--- config.mk ---
export PLATFORM = sky130hd
export DESIGN_NAME = a_matrix_sequencer
export DESIGN_NICKNAME = d
export VERILOG_FILES = /design/src/rtl/kyber_pkg.sv /design/src/rtl/a_seed_builder.sv /design/src/rtl/a_matrix_sequencer.sv
export SDC_FILE = /design/constraint.sdc
export NUM_CORES = 1
export LEC_CHECK = 0
export BUFFER_PORTS_ARGS = -buffer_cell sky130_fd_sc_hd__buf_2
export CAP_MARGIN = 30
export CORE_AREA = 2 2 219 221
export CTS_CLUSTER_DIAMETER = 200
export DETAILED_ROUTE_END_ITERATION = 10
export DIE_AREA = 0 0 221 223
export PLACE_DENSITY = 0.51
export SETUP_SLACK_MARGIN = 0.5
export SYNTH_ARGS = -nofsm -noshare
export SYNTH_HDL_FRONTEND = slang
export SYNTH_SLANG_ARGS = --single-unit
export TNS_END_PERCENT = 50
--- constraint.sdc ---
create_clock -name clk -period 8.46 [get_ports clk]
set_input_delay 0.423 -clock clk [delete_from_list [all_inputs] [get_ports clk]]
set_output_delay 0.423 -clock clk [all_outputs]
set_load 0.05 [all_outputs]
--- src/rtl/kyber_pkg.sv ---
// Shared Kyber constants, the A-matrix sequencer state encoding and the
// entry-offset helper used when addressing polynomials in coefficient RAM.
package kyber_pkg;

   localparam int KYBER_Q  = 3329;
   localparam int COEFF_W  = 12;
   localparam int RAM_AW   = 10;
   localparam int RAM_DW   = 96;
   localparam int SEED_W   = 256;
   localparam int XOF_IN_W = 272;

   typedef enum logic [2:0] {
      ST_IDLE = 3'd0,
      ST_GRST = 3'd1,
      ST_ARM  = 3'd2,
      ST_WAIT = 3'd3,
      ST_NEXT = 3'd4,
      ST_DONE = 3'd5
   } seq_state_e;

   // Word address of matrix entry number idx; the sum wraps silently.
   function automatic logic [RAM_AW-1:0] entry_offset(
      input logic [RAM_AW-1:0] base,
      input logic [3:0]        idx,
      input int                words_per_poly
   );
      return base + RAM_AW'(int'(idx) * words_per_poly);
   endfunction

endpackage

--- src/rtl/a_seed_builder.sv ---
// Combinational mapping from a matrix index (i, j) to the 272-bit XOF seed
// and the RAM word offset where that polynomial lands.
module a_seed_builder
   import kyber_pkg::*;
#(
   parameter int K              = 3,
   parameter int WORDS_PER_POLY = 32
) (
   input  logic [SEED_W-1:0]   rho,
   input  logic [1:0]          i,
   input  logic [1:0]          j,
   input  logic                transpose,
   input  logic [RAM_AW-1:0]   ram_base,
   output logic [0:XOF_IN_W-1] gen_m,
   output logic [RAM_AW-1:0]   gen_ram_offset
);

   logic [7:0] byte_a;
   logic [7:0] byte_b;
   logic [3:0] idx;

   always_comb begin
      // Non-transposed seeds put the column index first.
      byte_a         = {6'd0, (transpose ? i : j)};
      byte_b         = {6'd0, (transpose ? j : i)};
      gen_m          = {rho, byte_a, byte_b};
      idx            = 4'(int'(i) * K + int'(j));
      gen_ram_offset = entry_offset(ram_base, idx, WORDS_PER_POLY);
   end

endmodule

--- src/rtl/a_matrix_sequencer.sv ---
// Walks the K x K entries of matrix A row-major, handing each seed and RAM
// offset to the A-generator and waiting (with timeout) for its finish flag.
module a_matrix_sequencer
   import kyber_pkg::*;
#(
   parameter int K              = 3,
   parameter int WORDS_PER_POLY = 32,
   parameter int TIMEOUT        = 1023,
   parameter int TW             = 10
) (
   input  logic                clk,
   input  logic                rst,
   input  logic                start,
   input  logic                transpose,
   input  logic [255:0]        rho,
   input  logic [9:0]          ram_base,
   output logic [0:271]        gen_M,
   output logic [9:0]          gen_ram_offset,
   output logic                gen_rst,
   output logic                gen_active,
   input  logic                gen_done,
   output logic                busy,
   output logic                done,
   output logic                err,
   output logic [1:0]          row,
   output logic [1:0]          col
);

   generate
      if (K < 2 || K > 4) begin : g_bad_k
         $error("a_matrix_sequencer: K must be 2, 3 or 4");
      end
      if ((2 ** TW) <= TIMEOUT) begin : g_bad_tw
         $error("a_matrix_sequencer: TW too narrow for TIMEOUT");
      end
   endgenerate

   seq_state_e          state_q, state_d;
   logic [1:0]          i_q, i_d;
   logic [1:0]          j_q, j_d;
   logic [SEED_W-1:0]   rho_q, rho_d;
   logic                tr_q, tr_d;
   logic [RAM_AW-1:0]   base_q, base_d;
   logic [TW-1:0]       cnt_q, cnt_d;
   logic                err_q, err_d;
   logic [0:XOF_IN_W-1] gen_m_q, gen_m_d;
   logic [RAM_AW-1:0]   off_q, off_d;

   // Fed from next-state values so the registered seed is valid on entry to GRST.
   a_seed_builder #(
      .K              (K),
      .WORDS_PER_POLY (WORDS_PER_POLY)
   ) u_seed_builder (
      .rho            (rho_d),
      .i              (i_d),
      .j              (j_d),
      .transpose      (tr_d),
      .ram_base       (base_d),
      .gen_m          (gen_m_d),
      .gen_ram_offset (off_d)
   );

   always_ff @(posedge clk or posedge rst) begin
      if (rst) begin
         state_q <= ST_IDLE;
         i_q     <= '0;
         j_q     <= '0;
         rho_q   <= '0;
         tr_q    <= 1'b0;
         base_q  <= '0;
         cnt_q   <= '0;
         err_q   <= 1'b0;
         gen_m_q <= '0;
         off_q   <= '0;
      end else begin
         state_q <= state_d;
         i_q     <= i_d;
         j_q     <= j_d;
         rho_q   <= rho_d;
         tr_q    <= tr_d;
         base_q  <= base_d;
         cnt_q   <= cnt_d;
         err_q   <= err_d;
         gen_m_q <= gen_m_d;
         off_q   <= off_d;
      end
   end

   always_comb begin
      state_d = state_q;
      i_d     = i_q;
      j_d     = j_q;
      rho_d   = rho_q;
      tr_d    = tr_q;
      base_d  = base_q;
      cnt_d   = cnt_q;
      err_d   = err_q;
      case (state_q)
         ST_IDLE: begin
            if (start) begin
               rho_d   = rho;
               tr_d    = transpose;
               base_d  = ram_base;
               i_d     = '0;
               j_d     = '0;
               err_d   = 1'b0;
               state_d = ST_GRST;
            end
         end
         ST_GRST: state_d = ST_ARM;
         ST_ARM: begin
            cnt_d   = '0;
            state_d = ST_WAIT;
         end
         ST_WAIT: begin
            cnt_d = cnt_q + TW'(1);
            // A finish flag arriving on the timeout cycle still counts as success.
            if (gen_done) begin
               state_d = ST_NEXT;
            end else if (cnt_q == TW'(TIMEOUT - 1)) begin
               err_d   = 1'b1;
               state_d = ST_DONE;
            end
         end
         ST_NEXT: begin
            if (j_q < 2'(K - 1)) begin
               j_d     = j_q + 2'd1;
               state_d = ST_GRST;
            end else if (i_q < 2'(K - 1)) begin
               i_d     = i_q + 2'd1;
               j_d     = '0;
               state_d = ST_GRST;
            end else begin
               state_d = ST_DONE;
            end
         end
         ST_DONE: state_d = ST_IDLE;
         default: state_d = ST_IDLE;
      endcase
   end

   always_comb begin
      // The generator is held in reset for as long as the sequencer is.
      gen_rst        = rst | (state_q == ST_GRST);
      gen_active     = (state_q == ST_ARM) | (state_q == ST_WAIT);
      busy           = (state_q != ST_IDLE);
      done           = (state_q == ST_DONE);
      err            = err_q;
      row            = i_q;
      col            = j_q;
      gen_M          = gen_m_q;
      gen_ram_offset = off_q;
   end

endmodule

======== After elaboration in Yosys (flattened, before gate mapping) ========
Index checks and enable logic that the tools add are counted.
storage, ports and cells
  register bits ........................... 555
  word-level logic and storage cells ...... 63
cells by class
  add/subtract/negate cells ............... 5
  $mul .................................... 1
  $lt $le $gt $ge ......................... 2
  equal/unequal tests ..................... 10
  muxes and demuxes ....................... 27
  bitwise gates (word level) .............. 2
  reductions and logical operators ........ 6
operator list
  operator                                            number
  two-way mux 256 bit                                 2
  two-way mux 10 bit                                  2
  one-hot mux 10 bit (2 select lines)                 1
  two-way mux 2 bit                                   8
  two-way mux 3 bit                                   5
  one-hot mux 3 bit (5 select lines)                  1
  adder 10 x 1 -> 10 bit (second input constant)      1
  adder 10 x 9 -> 10 bit                              1
  == test 10 bit (second input constant)              1
  one-hot mux 2 bit (2 select lines)                  2
  == test 3 x 2 -> 1 bit (second input constant)      2
  == test 3 bit (second input constant)               2
  != test 2 bit (second input constant)               3
  two-way mux 1 bit                                   5
  adder 2 x 1 -> 2 bit (second input constant)        2
  adder 4 x 3 -> 4 bit                                1
  less-than comparator 2 bit (second input constant)  2
  multiplier 2 x 2 -> 4 bit (second input constant)   1
  AND reduction 4 bit                                 1
  nonzero test 2 bit                                  2
  == test 3 x 1 -> 1 bit (second input constant)      1
  logical NOT 3 bit                                   1
  != test 3 bit (second input constant)               1
  nonzero test 3 bit                                  1
  3 further kinds                                     4

======== Logic depth before layout (Yosys ltp) ========
  depth in word-level cells ............... 7
  mapped depth ............................ 15

======== Hierarchy ========
A second synthesis with hierarchy kept.
unflattened totals
  cell total of the unflattened synthesis .. 1257
  area total of the unflattened synthesis .. 20388.3 µm²
modules (own cells, without submodules)
  module              times used  cells each  area an instance (µm²)
  a_matrix_sequencer  1           951         18058.6
  a_seed_builder      1           306         2329.7

======== Worst setup path after synthesis ========
No wires, ideal clock.
  path type ............................... in2out
  start point ............................. in rst
  end point ............................... out gen_rst
  data arrival time ....................... 9.931 ns
  data required time ...................... 8.037 ns
  setup slack ............................. -1.894 ns
  stages .................................. 2
  buffers on the path ..................... 0
  cell sequence ........................... inv_1 > o21ai_0
between the ends
  cells in the longest elaborated chain, start to end .. 1
RTL lines
  element          line                       text
  start, declared  a_matrix_sequencer.sv:12   input logic rst,
  OR 1 bit         a_matrix_sequencer.sv:144  gen_rst = rst | (state_q == ST_GRST);
  end, declared    a_matrix_sequencer.sv:19   output logic gen_rst,
No other way between the ends.

======== Worst setup path in the final report ========
  start point ............................. reg state_q[0]
  end point ............................... reg off_q[9] (netlist: gen_ram_offset[9])
between the ends
  cells in the longest elaborated chain, start to end .. 5
RTL lines
  element                                                    line                      text
  start, declared                                            a_matrix_sequencer.sv:38  seq_state_e state_q, state_d;
  start signal, assigned                                     a_matrix_sequencer.sv:76  state_q <= state_d;
  == test 3 bit / logical NOT 3 bit (equally long branches)  a_matrix_sequencer.sv:98  case (state_q)
  one-hot mux 2 bit (2 select lines) (*)                     a_matrix_sequencer.sv:98
  named net i_d[0]                                           a_matrix_sequencer.sv:39  logic [1:0] i_q, i_d;
  multiplier 2 x 2 -> 4 bit (*)                              a_seed_builder.sv:27      idx = 4'(int'(i) * K + int'(j));
  adder 4 x 3 -> 4 bit (*)                                   a_seed_builder.sv:27
  adder 10 x 9 -> 10 bit (*)                                 kyber_pkg.sv:27           return base + RAM_AW'(int'(idx) * words_per_poly);
  named net off_d[9]                                         a_matrix_sequencer.sv:47  logic [RAM_AW-1:0] off_q, off_d;
  end signal, assigned                                       a_matrix_sequencer.sv:74  off_q <= '0;
  end signal, assigned                                       a_matrix_sequencer.sv:85  off_q <= off_d;
  end, declared                                              a_matrix_sequencer.sv:47
Mark *: on every way through the listed nets, which the timed path passes. The rest lies on a longest branch.
A chain may end at the register's enable or synchronous reset.

==> flow_metrics.env <==
export IMPL_status="complete, no violations"
export IMPL_placed_cells=1854
export IMPL_first_pass_iters=4
export IMPL_synth_seq_area_share_pct=63.9
export IMPL_postCtsHoldBufs=0
export IMPL_io_pins=562
export IMPL_clk_transition_reported_paths_ns=0.06
export IMPL_slew_violations=0
export IMPL_grt_max_degree=169
export IMPL_worstPathRequired_ns=8.90
export IMPL_drt_initial_drc_count=342
export IMPL_layoutNonFillerInstCount=1919
export IMPL_rsz0062_at_grt="no"
export IMPL_grt_pass1_vias=8083
export IMPL_viasPerCell=4.08
export IMPL_period_share_pct=44.0
export IMPL_die_w_um=221
export IMPL_postCtsSetupBuffers=0
export IMPL_crit_top_cell="inv_1"
export IMPL_end_kind="flop"
export IMPL_areaGrowthSynthToFinish_pct=38.3
export IMPL_gp_congestion=0.803
export IMPL_synth_xor_xnor_area_share_pct=0.457
export IMPL_wl_per_cell_um=16.8
export IMPL_synth_ff_type="dfrtp_1"
export IMPL_fmax_ghz=0.269
export IMPL_cts_sinks=294
export IMPL_synth_compound_area_share_pct=1.65
export IMPL_grt_overflow_total=0
export IMPL_r2r_slack_ns=4.74
export IMPL_wl_um=32300
export IMPL_grt_pass1_wl_um=48900
export IMPL_syn_instance_count=723
export IMPL_dieArea_sq_um=49300
export IMPL_final_util_pct=33.8
export IMPL_critPathLaunchType="flop"
export IMPL_ys_types=40
export IMPL_fin_setup_tns_ns=0
export IMPL_yosys_area_top_type_share_pct=63.9
export IMPL_synth_common_cells="dfrtp_1, mux2_2, buf_4"
export IMPL_fin_hold_ws_ns=0.0567
export IMPL_crit_fanout=13
export IMPL_antenna_found_initial=10
export IMPL_hold_violations=0
export IMPL_relSlewSlack_pct=32.3
export IMPL_muxShareOfSynthArea_pct=26.8
export IMPL_grt_util_all_layers_pct=12.7
export IMPL_maxCapViolCount=0
export IMPL_synth_simple_area_share_pct=1.84
export IMPL_synth_fa_ha_area_share_pct=1.50
export IMPL_start_util_pct=24.4
export IMPL_yosysMostFrequentCell="dfrtp_1"
export IMPL_io_buffer_count=549
export IMPL_yosys_top_cells_area="dfrtp_1, mux2_2, buf_4, ha_1, inv_1"
export IMPL_cts_made_buffers=35
export IMPL_yosysTopAreaCell="dfrtp_1"
export IMPL_synthArstFlopShare_pct=100
export IMPL_multiInputGateArea_sq_um=3750
export IMPL_crit_path_cell_trace="nor2_1 -> nand3_1 -> o2bb2ai_1 -> inv_1 -> fa_1 -> inv_1 -> ha_1 -> inv_1 -> fa_1 -> inv_1 -> ha_1 -> a21o_1 -> a21oi_1 -> xnor2_1"
export IMPL_period_needed_ns=3.72
export IMPL_synth_top_family_by_area="multiplexers"
export IMPL_nFillCells=4714
export IMPL_cts_resized=0
export IMPL_arrival_ns=4.16
export IMPL_clk_latency_ns=0.52
export IMPL_synth_area_sq_um=11500
export IMPL_cts_tree="built"
export IMPL_core_sq_um=47100
export IMPL_clockRootBuffer="clkbuf_16"
export IMPL_place_hpwl_um=24100
export IMPL_avgSynthCellArea_sq_um=15.9
export IMPL_drcViolationCount=0
export IMPL_ys_warn_count=0
export IMPL_tightest_slew_ns=1.01
export IMPL_hp_class="primary input to asynchronous set/reset pin"
export IMPL_vias=7822
export IMPL_slowest_delay_ns=0.53
export IMPL_regArea_sq_um=7360
export IMPL_die_y_um=223
export IMPL_worst_setup_path_type="flop to flop"
export IMPL_ys_ff_latch=294
export IMPL_setup_viol=0
export IMPL_htreeDepth=2
export IMPL_cts_max_path_buffers=3
export IMPL_nNetsFinal=1559
export IMPL_finalClockSkew_ns=0.0197
export IMPL_synth_edf_count=0
export IMPL_rows=80
export IMPL_postRouteAntennaNets=0
export IMPL_slowest_stage="dfrtp_1"
export IMPL_layout_drive_gt1_share_pct=68.1
==> metrics by stage <==
stage	setup slack (ns)	cell area (sq um)
CTS	4.71	15900
detailed placement	4.70	14800
finish	4.74	15900
floorplan	1.37	11600
global route	4.32	15900
global placement	4.81	14800
==> flip-flops by register name (all words and copies together), names as in the netlist <==
name	count
err	1
row	2
gen_ram_offset	10
col	2
tr_q	1
gen_M	5
state_q	3
base_q	5
rho_q	255
cnt_q	10
==> per-layer routing <==
layer	vias up	wire length [um]	GRT usage, %
met3	54	2690	5.11
li1	3628	-	-
met4	2	901	5.07
met5	-	13	0
met2	297	16200	21.4
met1	3841	12400	14.4
==> worst max-delay path: cells and delay by family, from the launching register on <==
kind	cells	cell delay, ns
buffers and inverters	4	0.27
adders and majority gates	4	1.41
and+or+nand+nor	2	0.57
DFF	1	0.53
AOI/OAI and AO/OA	3	0.72
xor gates and xnor gates	1	0.13
==> final cells by class <==
| cell class | count | share of cell area, % |
|---|---|---|
| flip-flops and latches | 294 | 46.2 |
| diodes | 8 | 0.126 |
| well taps | 615 | 4.83 |
| multi-input cells | 370 | 23.6 |
| inverters | 20 | 0.495 |
| repair buffers | 555 | 17.7 |
| clock inverters | 5 | 0.362 |
| clock buffers | 52 | 6.67 |
==> cells by family (layout without fill, tap and decap cells) <==
kind of cell / count (synthesis) / after routing
flops: 294 / 294
simple gates: 39 / 39
mux: 274 / 274
compound gates: 27 / 27
other cells: 1 / 20
buf+inv: 70 / 632
xor+xnor: 6 / 6
fa+ha+maj: 12 / 12
==> layout by cell type (no fill, tap or decap), types with 2 or more instances in the layout <==
cell,instances
a21o_1,3
a21oi_1,4
a22o_1,2
a32o_1,3
buf_12,2
buf_2,549
buf_4,4
clkbuf_1,7
clkbuf_16,37
clkbuf_8,8
clkinvlp_4,4
conb_1,12
dfrtp_1,294
diode_2,8
fa_1,3
ha_1,9
inv_1,18
mux2_2,272
mux2i_1,2
nand2_1,11
nand2b_1,3
nand3_1,5
nor2_1,9
nor3_1,3
o21ai_0,7
xnor2_1,5
==> final timing paths <==
kind                            start                 to  depth (start not counted)
max                        state_q[0]  gen_ram_offset[9]                         14
max in group asynchronous         rst         rho_q[159]                          4
max reg2reg                state_q[0]  gen_ram_offset[9]                         14
min                               rst          rho_q[77]                          2
min in group clk             rho[174]         rho_q[174]                          2
min reg2reg                rho_q[126]         rho_q[126]                          1
Power is left out: the tool's default activity adds up to more than one toggle a clock period on the data nets, which glitch-free logic cannot reach.
